`src/rtl/tx_arbiter_if.sv`:
```
// Bus bundle between the tx_arbiter, its packet/command sources and the escaping UART-TX stage.
// The slave modport is the arbiter's view; the master modport is the environment's view.
interface tx_arbiter_if #(
  parameter int NUM_REQ = 2
);
  logic [NUM_REQ-1:0]   REQ_VALID_I;
  logic [8*NUM_REQ-1:0] REQ_DATA_I;
  logic [NUM_REQ-1:0]   REQ_LAST_I;
  logic [NUM_REQ-1:0]   REQ_READY_O;
  logic                 CMD_VALID_I;
  logic [7:0]           CMD_I;
  logic                 CMD_READY_O;
  logic                 TX_READY_I;
  logic [7:0]           DATA_SEND_O;
  logic                 WRITE_O;
  logic [7:0]           COMMAND_O;
  logic                 WRITE_COMMAND_O;
  logic [NUM_REQ-1:0]   GRANT_O;
  logic                 BUSY_O;
  logic                 TIMEOUT_O;

  modport slave (
    input  REQ_VALID_I, REQ_DATA_I, REQ_LAST_I, CMD_VALID_I, CMD_I, TX_READY_I,
    output REQ_READY_O, CMD_READY_O, DATA_SEND_O, WRITE_O, COMMAND_O,
           WRITE_COMMAND_O, GRANT_O, BUSY_O, TIMEOUT_O
  );

  modport master (
    output REQ_VALID_I, REQ_DATA_I, REQ_LAST_I, CMD_VALID_I, CMD_I, TX_READY_I,
    input  REQ_READY_O, CMD_READY_O, DATA_SEND_O, WRITE_O, COMMAND_O,
           WRITE_COMMAND_O, GRANT_O, BUSY_O, TIMEOUT_O
  );
endinterface

```
`src/rtl/tx_arbiter.sv`:
```
// Round-robin, packet-locked arbiter feeding one byte at a time into the escaping UART-TX stage.
// Optional stall timeout for a locked requester is enabled with the TX_ARB_TIMEOUT_EN macro.
module tx_arbiter #(
  parameter int NUM_REQ = 2,
  parameter int TIMEOUT = 255
) (
  input  logic         CLK_I,
  input  logic         RST_I,
  tx_arbiter_if.slave  bus
);

  localparam int PTR_W = (NUM_REQ > 1) ? $clog2(NUM_REQ) : 1;

  localparam logic [1:0] IDLE = 2'd0;
  localparam logic [1:0] SEND = 2'd1;
  localparam logic [1:0] HOLD = 2'd2;
  localparam logic [1:0] WAIT = 2'd3;

  logic [1:0]         state_q, state_d;
  logic               lock_q, lock_d;
  logic [PTR_W-1:0]   lockIdx_q, lockIdx_d;
  logic [PTR_W-1:0]   rrPtr_q, rrPtr_d;
  logic [7:0]         byte_q, byte_d;
  logic               isCmd_q, isCmd_d;
  logic               last_q, last_d;

  logic [NUM_REQ-1:0] reqReady;
  logic               cmdReady;
  logic               wrData;
  logic               wrCmd;
  logic               pickFound;
  logic [PTR_W-1:0]   pickIdx;
  logic [PTR_W-1:0]   lockNext;
  logic [NUM_REQ-1:0] grant;
  logic               timeoutRelease;
  int                 idx;

  // Walk offsets from the far end so the requester nearest the rr pointer is assigned last and wins.
  always_comb begin
    pickFound = 1'b0;
    pickIdx   = '0;
    idx       = 0;
    for (int off = NUM_REQ - 1; off >= 0; off--) begin
      idx = int'(rrPtr_q) + off;
      if (idx >= NUM_REQ) idx = idx - NUM_REQ;
      if (bus.REQ_VALID_I[idx]) begin
        pickFound = 1'b1;
        pickIdx   = PTR_W'(idx);
      end
    end
  end

  assign lockNext = (int'(lockIdx_q) == NUM_REQ - 1) ? '0 : lockIdx_q + 1'b1;

  always_comb begin
    state_d   = state_q;
    lock_d    = lock_q;
    lockIdx_d = lockIdx_q;
    rrPtr_d   = rrPtr_q;
    byte_d    = byte_q;
    isCmd_d   = isCmd_q;
    last_d    = last_q;
    reqReady  = '0;
    cmdReady  = 1'b0;
    wrData    = 1'b0;
    wrCmd     = 1'b0;
    case (state_q)
      IDLE: begin
        if (!lock_q) begin
          if (bus.CMD_VALID_I) begin
            cmdReady = 1'b1;
            byte_d   = bus.CMD_I;
            isCmd_d  = 1'b1;
            last_d   = 1'b0;
            state_d  = SEND;
          end else if (pickFound) begin
            reqReady[pickIdx] = 1'b1;
            byte_d    = bus.REQ_DATA_I[8*pickIdx +: 8];
            last_d    = bus.REQ_LAST_I[pickIdx];
            isCmd_d   = 1'b0;
            lock_d    = 1'b1;
            lockIdx_d = pickIdx;
            state_d   = SEND;
          end
        end else if (bus.REQ_VALID_I[lockIdx_q]) begin
          reqReady[lockIdx_q] = 1'b1;
          byte_d  = bus.REQ_DATA_I[8*lockIdx_q +: 8];
          last_d  = bus.REQ_LAST_I[lockIdx_q];
          isCmd_d = 1'b0;
          state_d = SEND;
        end else if (timeoutRelease) begin
          lock_d  = 1'b0;
          rrPtr_d = lockNext;
        end
      end
      SEND: begin
        if (bus.TX_READY_I) begin
          wrData  = !isCmd_q;
          wrCmd   = isCmd_q;
          state_d = HOLD;
        end
      end
      // The escape stage drops ready one cycle after a write, so ready is not trusted here.
      HOLD: state_d = WAIT;
      WAIT: begin
        if (bus.TX_READY_I) begin
          state_d = IDLE;
          if (!isCmd_q && last_q) begin
            lock_d  = 1'b0;
            rrPtr_d = lockNext;
          end
        end
      end
      default: state_d = IDLE;
    endcase
  end

  always_ff @(posedge CLK_I or posedge RST_I) begin
    if (RST_I) begin
      state_q   <= IDLE;
      lock_q    <= 1'b0;
      lockIdx_q <= '0;
      rrPtr_q   <= '0;
      byte_q    <= '0;
      isCmd_q   <= 1'b0;
      last_q    <= 1'b0;
    end else begin
      state_q   <= state_d;
      lock_q    <= lock_d;
      lockIdx_q <= lockIdx_d;
      rrPtr_q   <= rrPtr_d;
      byte_q    <= byte_d;
      isCmd_q   <= isCmd_d;
      last_q    <= last_d;
    end
  end

`ifdef TX_ARB_TIMEOUT_EN
  localparam int TMR_W = (TIMEOUT > 0) ? $clog2(TIMEOUT + 1) : 1;

  logic [TMR_W-1:0] timer_q, timer_d;
  logic             stalled;

  always_comb begin
    stalled        = (state_q == IDLE) && lock_q && !bus.REQ_VALID_I[lockIdx_q];
    timeoutRelease = stalled && (timer_q == TMR_W'(TIMEOUT - 1));
    timer_d        = (stalled && !timeoutRelease) ? timer_q + 1'b1 : '0;
  end

  always_ff @(posedge CLK_I or posedge RST_I) begin
    if (RST_I) timer_q <= '0;
    else       timer_q <= timer_d;
  end

  assign bus.TIMEOUT_O = timeoutRelease & ~RST_I;
`else
  assign timeoutRelease = 1'b0;
  assign bus.TIMEOUT_O  = 1'b0;
`endif

  always_comb begin
    grant = '0;
    if (lock_q) grant[lockIdx_q] = 1'b1;
  end

  // Combinational handshakes are forced low while reset is held so nothing leaks out mid-reset.
  assign bus.REQ_READY_O     = RST_I ? '0 : reqReady;
  assign bus.CMD_READY_O     = cmdReady & ~RST_I;
  assign bus.WRITE_O         = wrData & ~RST_I;
  assign bus.WRITE_COMMAND_O = wrCmd & ~RST_I;
  assign bus.DATA_SEND_O     = (state_q == SEND && !isCmd_q) ? byte_q : 8'h00;
  assign bus.COMMAND_O       = (state_q == SEND && isCmd_q) ? byte_q : 8'h00;
  assign bus.GRANT_O         = grant;
  assign bus.BUSY_O          = (state_q != IDLE) || lock_q;

endmodule

```
`src/flat_wrapper.sv`:
```
// flat-port wrapper written by rule: the top's interface ports become plain ports
module tx_arbiter_flat 
#(
  parameter int NUM_REQ = 2,
  parameter int TIMEOUT = 255
)
  (CLK_I, RST_I, bus_REQ_VALID_I, bus_REQ_DATA_I, bus_REQ_LAST_I, bus_CMD_VALID_I, bus_CMD_I, bus_TX_READY_I, bus_REQ_READY_O, bus_CMD_READY_O, bus_DATA_SEND_O, bus_WRITE_O, bus_COMMAND_O, bus_WRITE_COMMAND_O, bus_GRANT_O, bus_BUSY_O, bus_TIMEOUT_O);
  tx_arbiter_if #(.NUM_REQ(NUM_REQ)) bus_i ();
  input  logic CLK_I;
  input  logic RST_I;
  input wire logic [$bits(bus_i.REQ_VALID_I)-1:0] bus_REQ_VALID_I;
  input wire logic [$bits(bus_i.REQ_DATA_I)-1:0] bus_REQ_DATA_I;
  input wire logic [$bits(bus_i.REQ_LAST_I)-1:0] bus_REQ_LAST_I;
  input wire logic [$bits(bus_i.CMD_VALID_I)-1:0] bus_CMD_VALID_I;
  input wire logic [$bits(bus_i.CMD_I)-1:0] bus_CMD_I;
  input wire logic [$bits(bus_i.TX_READY_I)-1:0] bus_TX_READY_I;
  output wire logic [$bits(bus_i.REQ_READY_O)-1:0] bus_REQ_READY_O;
  output wire logic [$bits(bus_i.CMD_READY_O)-1:0] bus_CMD_READY_O;
  output wire logic [$bits(bus_i.DATA_SEND_O)-1:0] bus_DATA_SEND_O;
  output wire logic [$bits(bus_i.WRITE_O)-1:0] bus_WRITE_O;
  output wire logic [$bits(bus_i.COMMAND_O)-1:0] bus_COMMAND_O;
  output wire logic [$bits(bus_i.WRITE_COMMAND_O)-1:0] bus_WRITE_COMMAND_O;
  output wire logic [$bits(bus_i.GRANT_O)-1:0] bus_GRANT_O;
  output wire logic [$bits(bus_i.BUSY_O)-1:0] bus_BUSY_O;
  output wire logic [$bits(bus_i.TIMEOUT_O)-1:0] bus_TIMEOUT_O;
  assign bus_i.REQ_VALID_I = bus_REQ_VALID_I;
  assign bus_i.REQ_DATA_I = bus_REQ_DATA_I;
  assign bus_i.REQ_LAST_I = bus_REQ_LAST_I;
  assign bus_i.CMD_VALID_I = bus_CMD_VALID_I;
  assign bus_i.CMD_I = bus_CMD_I;
  assign bus_i.TX_READY_I = bus_TX_READY_I;
  assign bus_REQ_READY_O = bus_i.REQ_READY_O;
  assign bus_CMD_READY_O = bus_i.CMD_READY_O;
  assign bus_DATA_SEND_O = bus_i.DATA_SEND_O;
  assign bus_WRITE_O = bus_i.WRITE_O;
  assign bus_COMMAND_O = bus_i.COMMAND_O;
  assign bus_WRITE_COMMAND_O = bus_i.WRITE_COMMAND_O;
  assign bus_GRANT_O = bus_i.GRANT_O;
  assign bus_BUSY_O = bus_i.BUSY_O;
  assign bus_TIMEOUT_O = bus_i.TIMEOUT_O;
  tx_arbiter #(.NUM_REQ(NUM_REQ), .TIMEOUT(TIMEOUT)) u_core (.CLK_I(CLK_I), .RST_I(RST_I), .bus(bus_i));
endmodule
```
`config.mk`:
```
export PLATFORM = sky130hd
export DESIGN_NAME = tx_arbiter_flat
export DESIGN_NICKNAME = d
export VERILOG_FILES = /design/src/rtl/tx_arbiter_if.sv /design/src/rtl/tx_arbiter.sv /design/src/flat_wrapper.sv
export SDC_FILE = /design/constraint.sdc
export NUM_CORES = 1
export LEC_CHECK = 0
export CORE_MARGIN = 4
export CORE_UTILIZATION = 41
export CTS_CLUSTER_DIAMETER = 30
export CTS_CLUSTER_SIZE = 20
export DETAILED_ROUTE_END_ITERATION = 12
export MAX_ROUTING_LAYER = met4
export PLACE_DENSITY = 0.81
export SYNTH_ARGS = -nofsm -noshare
export SYNTH_HDL_FRONTEND = slang
export SYNTH_SLANG_ARGS = --single-unit
```
`constraint.sdc`:
```
create_clock -name CLK_I -period 2.15 [get_ports CLK_I]
set_input_delay 0.43 -clock CLK_I [delete_from_list [all_inputs] [get_ports CLK_I]]
set_output_delay 0.43 -clock CLK_I [all_outputs]
set_load 0.05 [all_outputs]
```
# Word-level counts from Yosys, hierarchy flattened
# Cells that the tools add are included.
# W data, S select, Z words.
[classes]
shifts = 2
n_addsub = 4
reduce_logical = 16
n_eq_ne = 9
n_mux = 64
n_lt_le_gt_ge = 8
bitwise = 6
[ops]
columns = ["cell", "count"]
rows = [
  ["$lt A32 B3 Y1 const B", 2],
  ["$mux W32", 2],
  ["$mux W8", 6],
  ["$mux W1", 39],
  ["$ge A32 B3 Y1 const B", 1],
  ["$shiftx A16 B5 Y8", 2],
  ["$sub A32 B3 Y32 const B", 1],
  ["$mux W2", 13],
  ["$reduce_and A3 Y1", 3],
  ["$pmux W2 S4", 1],
  ["$reduce_and A4 Y1", 2],
  ["$ne A2 B2 Y1 const B", 3],
  ["$logic_and A1 B1 Y1", 5],
  ["$eq A2 B2 Y1 const B", 2],
  ["$lt A1 B2 Y1 const B", 2],
  ["$ne A4 B2 Y1 const B", 1],
  ["$reduce_bool A2 Y1", 2],
  ["$and A1 B1 Y1", 3],
  ["$ne A3 B3 Y1 const B", 1],
  ["$not A1 Y1", 3],
  ["$reduce_bool A3 Y1", 1],
  ["$sub A1 B2 Y3 const B", 1],
  ["$add A1 B1 Y2 const B", 1],
  ["$demux W1 S1", 2],
  ["other kinds (9)", 10],
]
[totals]
wordCells = 116
out_inout_bits = 25
in_bits = 32
regBits = 15

# Logic depth before layout (Yosys ltp)
[logic_depth]
word_depth = 17
ltp_mapped = 6
depth_no_buf = 6

# Worst setup path after synthesis
# No wires, ideal clock.
[synth_timing]
kind = "input to output"
from = "input port bus_REQ_VALID_I[1]"
to = "output port bus_REQ_READY_O[1]"
arrival_time_ps = 2249
stages = 5
path_buffers = 2
setup_slack_ps = -529
required_ps = 1720
path_cell_list = "clkbuf_2 > and3b_1 > clkbuf_1 > nor2_1 > a211oi_1"
[synth_between]
elab_chain_cells = 14
word_cells_on_any_way = 23
cone_classes = "2 x order compare; 20 x mux; 1 x reduce/logical"
[synth_lines]
columns = ["element", "line", "text"]
rows = [
  ["from (decl)", "flat_wrapper.sv:11", "input wire logic [$bits(bus_i.REQ_VALID_I)-1:0] bus_REQ_VALID_I;"],
  ["$mux W1 (implied by the code) (3 in series)", "tx_arbiter.sv:46", "if (bus.REQ_VALID_I[idx]) begin"],
  ["$mux W1 (2 in series)", "tx_arbiter.sv:46", ""],
  ["$lt A1 B2 Y1 (implied by the code) or $ge A1 B1 Y1 (tied branches)", "tx_arbiter.sv:77", "reqReady[pickIdx] = 1'b1;"],
  ["$logic_and A1 B1 Y1 (implied by the code)", "tx_arbiter.sv:77", ""],
  ["$mux W1 (implied by the code)", "tx_arbiter.sv:77", ""],
  ["$demux W1 S1", "--", ""],
  ["$mux W2", "tx_arbiter.sv:76", "end else if (pickFound) begin"],
  ["$mux W2", "tx_arbiter.sv:70", "if (bus.CMD_VALID_I) begin"],
  ["$mux W2 *", "tx_arbiter.sv:69", "if (!lock_q) begin"],
  ["$mux W2 *", "tx_arbiter.sv:67", "case (state_q)"],
  ["$mux W2 *", "tx_arbiter.sv:167", "assign bus.REQ_READY_O = RST_I ? '0 : reqReady;"],
  ["to (decl)", "flat_wrapper.sv:17", "output wire logic [$bits(bus_i.REQ_READY_O)-1:0] bus_REQ_READY_O;"],
]
# Every way passes the cells marked *; elsewhere a longest branch is shown, timed or not. The select of a mux whose other input is x is not followed.

# Worst setup path after layout
[layout_timing]
from = "input port bus_REQ_VALID_I[0]"
to = "output port bus_REQ_READY_O[0]"
# The elaborated chain is that of the path after synthesis.

==> flow_metrics.py <==
metrics = {
    "global_routing": {
        "grt_pass1_wl_mm": 6.46,
        "grt_max_degree": 18,
        "grt_antenna_before_repair": 0,
        "gr-total-overflow": 0,
        "track_usage": 0.208,
        "grt_pass1_vias": 1375,
    },
    "critical_path": {
        "max_stage_delay_ns": 0.48,
        "critPathRequiredTime_ns": 1.72,
        "arrival_ns": 1.70,
        "crit_buf_inv": 2,
        "timing_worst_setup_path_type": "in2out",
        "cp_top_family": "buffers and inverters",
        "end_kind": "output port",
        "crit_fanout": 3,
        "critPathLaunchType": "input port",
        "worst_path_max_delay_cell": "clkdlybuf4s50_1",
        "worstPathCellList": "clkdlybuf4s50_1 > nand2b_1 > a21oi_2 > nor2_1 > nor3_2 > buf_12",
    },
    "power_and_ir_drop": {
        "internal_power_mw": 1.38,
        "combPwrFrac": 0.706,
        "p_leak_nw": 0.953,
        "p_seq_frac": 0.229,
        "power_frac_clock": 0.064,
        "power.density_nw_per_um2": 1190,
        "vdd_drop_max_v": 0.000817,
        "finalPower_mw": 2.62,
        "p_sw_mw": 1.23,
        "switching_share": 0.471,
    },
    "clock_tree": {
        "cts_num_sinks": 15,
        "cts_max_path_buffers": 2,
        "cts_root_buffer": "clkbuf_4",
        "cts_hold_buffers": 0,
        "clk_latency_ns": 0.30,
        "h-tree-depth": 1,
        "cts_tree": "built",
        "numCtsBuffers": 3,
        "cts.clk_slew.worst_paths_ns": 0.09,
    },
    "placement": {
        "dpl_worst_slack_ns": 0.00323,
        "routabilityCongestion": 0.898,
        "port_buffers": 55,
        "dp.cells": 235,
        "placed_area_um2": 2120,
        "dpl.hpwl_mm": 3.19,
    },
    "timing": {
        "hold_violations": 0,
        "rsz0062_at_grt": "yes",
        "fin_crit_sh": 0.992,
        "setup_slack_ns": 0.0173,
        "setup_viol": 0,
        "final-max-slew-violation-count": 0,
        "max_freq_mhz": 469,
        "skew_ns": 0.00731,
        "min_period_ns": 2.13,
        "hold_ws_ns": 0.459,
    },
    "yosys": {
        "synth_flop_cell": "dfrtp_1",
        "synth.avg_cell_area_um2": 8.33,
        "synth_area_leaders": "dfrtp_1, mux2_2, nand2_1",
        "synthesis.instances": 147,
        "synth_cell_type_count": 36,
        "synth.most_common_cell": "nand2_1",
        "synth_edf_count": 0,
        "syn-cell-area_um2": 1220,
        "synth_top_area_share": 0.306,
        "syn_nets": 184,
        "yosys.area.top_type": "dfrtp_1",
        "yosysSeqAreaShare": 0.306,
        "yosys_register_bits": 15,
        "yosysWarningCount": 0,
        "synth_commonest_cells": "nand2_1, dfrtp_1, o21ai_0, and3_1, nor2_1",
        "async_flop_share": 1.00,
    },
    "final_layout": {
        "finalInstanceArea_um2": 2190,
        "final.fill_count": 199,
        "drive_above_1_share": 0.303,
        "syn_to_final_growth_pct": 78.8,
        "antenna_cells": 0,
        "nNetsFinal": 246,
        "finalNonFillerCells": 239,
    },
    "detailed_routing": {
        "ant_nets": 0,
        "num_vias": 1368,
        "routed_wl_mm": 3.98,
        "avgRoutedWirePerCell_um": 16.6,
        "drt_iter0_markers": 45,
        "drt_pass1_iterations": 4,
        "drc": 0,
        "routed_via_density": 5.72,
    },
    "die": {
        "initial_utilization": 0.437,
        "num_io_pins": 57,
        "die_area_um2": 3930,
        "fp.coreArea_um2": 2810,
        "rows": 19,
        "die_w_um": 62.7,
        "die_y_um": 62.7,
    },
    "job": {
        "maxCapViolCount": 0,
    },
    "outcome": {
        "status": "finished clean",
    },
    "hold_path": {
        "hold_class": "in2async",
    },
}
-- power by group through the flow --
| stage | Clock (mW) | Combinational (mW) | Sequential (mW) |
|---|---|---|---|
| floorplan | 0 | 1.10 | 0.498 |
| global placement | 0 | 1.72 | 0.576 |
| detailed placement | 0 | 1.77 | 0.585 |
| CTS | 0.173 | 1.79 | 0.584 |
| global route | 0.181 | 1.97 | 0.618 |
| finish | 0.168 | 1.85 | 0.600 |
-- sequential cells by signal, indices dropped and copies added (netlist names) --
signal,cells
u_core.lockIdx_q,1
u_core.lock_q,1
u_core.byte_q,8
u_core.last_q,1
u_core.isCmd_q,1
u_core.rrPtr_q,1
u_core.state_q,2
-- cell usage in the layout (no fill, tap or decap), types with 2 or more instances in the layout --
master           instances
o2bb2ai_1                8
clkdlybuf4s50_1         31
mux2i_1                  2
a211oi_2                 2
o21ai_0                 10
mux2_2                   8
a221oi_1                 8
ha_1                     3
clkbuf_4                 3
nand2_1                 21
nor2b_1                  2
a32o_1                   2
inv_2                    2
and3_1                   9
nor2_1                   9
a21oi_1                  2
ha_4                     2
buf_4                   12
buf_12                  24
and2_4                   4
inv_1                    5
and2_1                   4
nand2b_1                 2
dfrtp_1                 15
-- through the flow --
stage,util,setup TNS (ns)
4_1_cts,0.768,-0.00211
3_3_place_gp,0.754,0
2_1_floorplan,-,-0.0686
6_report,0.781,0
3_5_place_dp,0.754,0
5_1_grt,0.781,-0.0863
-- worst min-delay path, cell delays in order --
cell and delay, ns:
clkdlybuf4s50_1 0.41, inv_1 0.09, buf_4 0.16
-- layer usage --
metal | part of all wire | track usage | vias up
li1 | - | - | 648
met4 | 0.0055 | 0.0496 | 0
met1 | 0.41 | 0.230 | 659
met3 | 0.068 | 0.0540 | 2
met5 | 0 | - | -
met2 | 0.52 | 0.372 | 59
-- what timing repair did --
item                       in CTS  in global routing
pin swaps                       0                  1
buffers inserted                0                  0
setup endpoints to repair       8                  8
resized for setup               3                 10
-- layout make-up --
cell class / instances / area, um2 / area share
Clock inverter: 1 / 5.00 / 0.00229
Clock buffer: 3 / 22.5 / 0.0103
Multi-Input combinational cell: 114 / 830 / 0.379
Sequential cell: 15 / 375 / 0.171
Tap cell: 31 / 38.8 / 0.0177
Timing Repair Buffer: 68 / 892 / 0.407
Inverter: 7 / 26.3 / 0.0120
-- final timing paths --
| kind | slack, ns | cells after the start | from | to |
|---|---|---|---|---|
| min in group CLK_I | 0.49 | 2 | u_core.rrPtr_q | u_core.rrPtr_q |
| worst max register to register | 0.54 | 7 | u_core.state_q[1] | u_core.state_q[1] |
| worst max-delay path | 0.02 | 6 | bus_REQ_VALID_I[0] | bus_REQ_READY_O[0] |
| worst min register to register | 0.49 | 2 | u_core.rrPtr_q | u_core.rrPtr_q |
| worst min-delay path | 0.46 | 3 | RST_I | u_core.byte_q[5] |
| max in group asynchronous | 1.53 | 3 | RST_I | u_core.byte_q[2] |
-- cell families (layout without fill, tap and decap cells) --
family / Yosys count / in the layout / share of synthesized area
AOI/OAI and AO/OA: 37 / 37 / 0.227
adders and majority gates: 5 / 5 / 0.0511
buffers and inverters: 18 / 79 / 0.0633
DFF: 15 / 15 / 0.306
muxes: 11 / 11 / 0.0991
other: 1 / 1 / 0.00306
and+or+nand+nor: 60 / 60 / 0.250
Note: power is estimated with default switching activity, not from simulation.
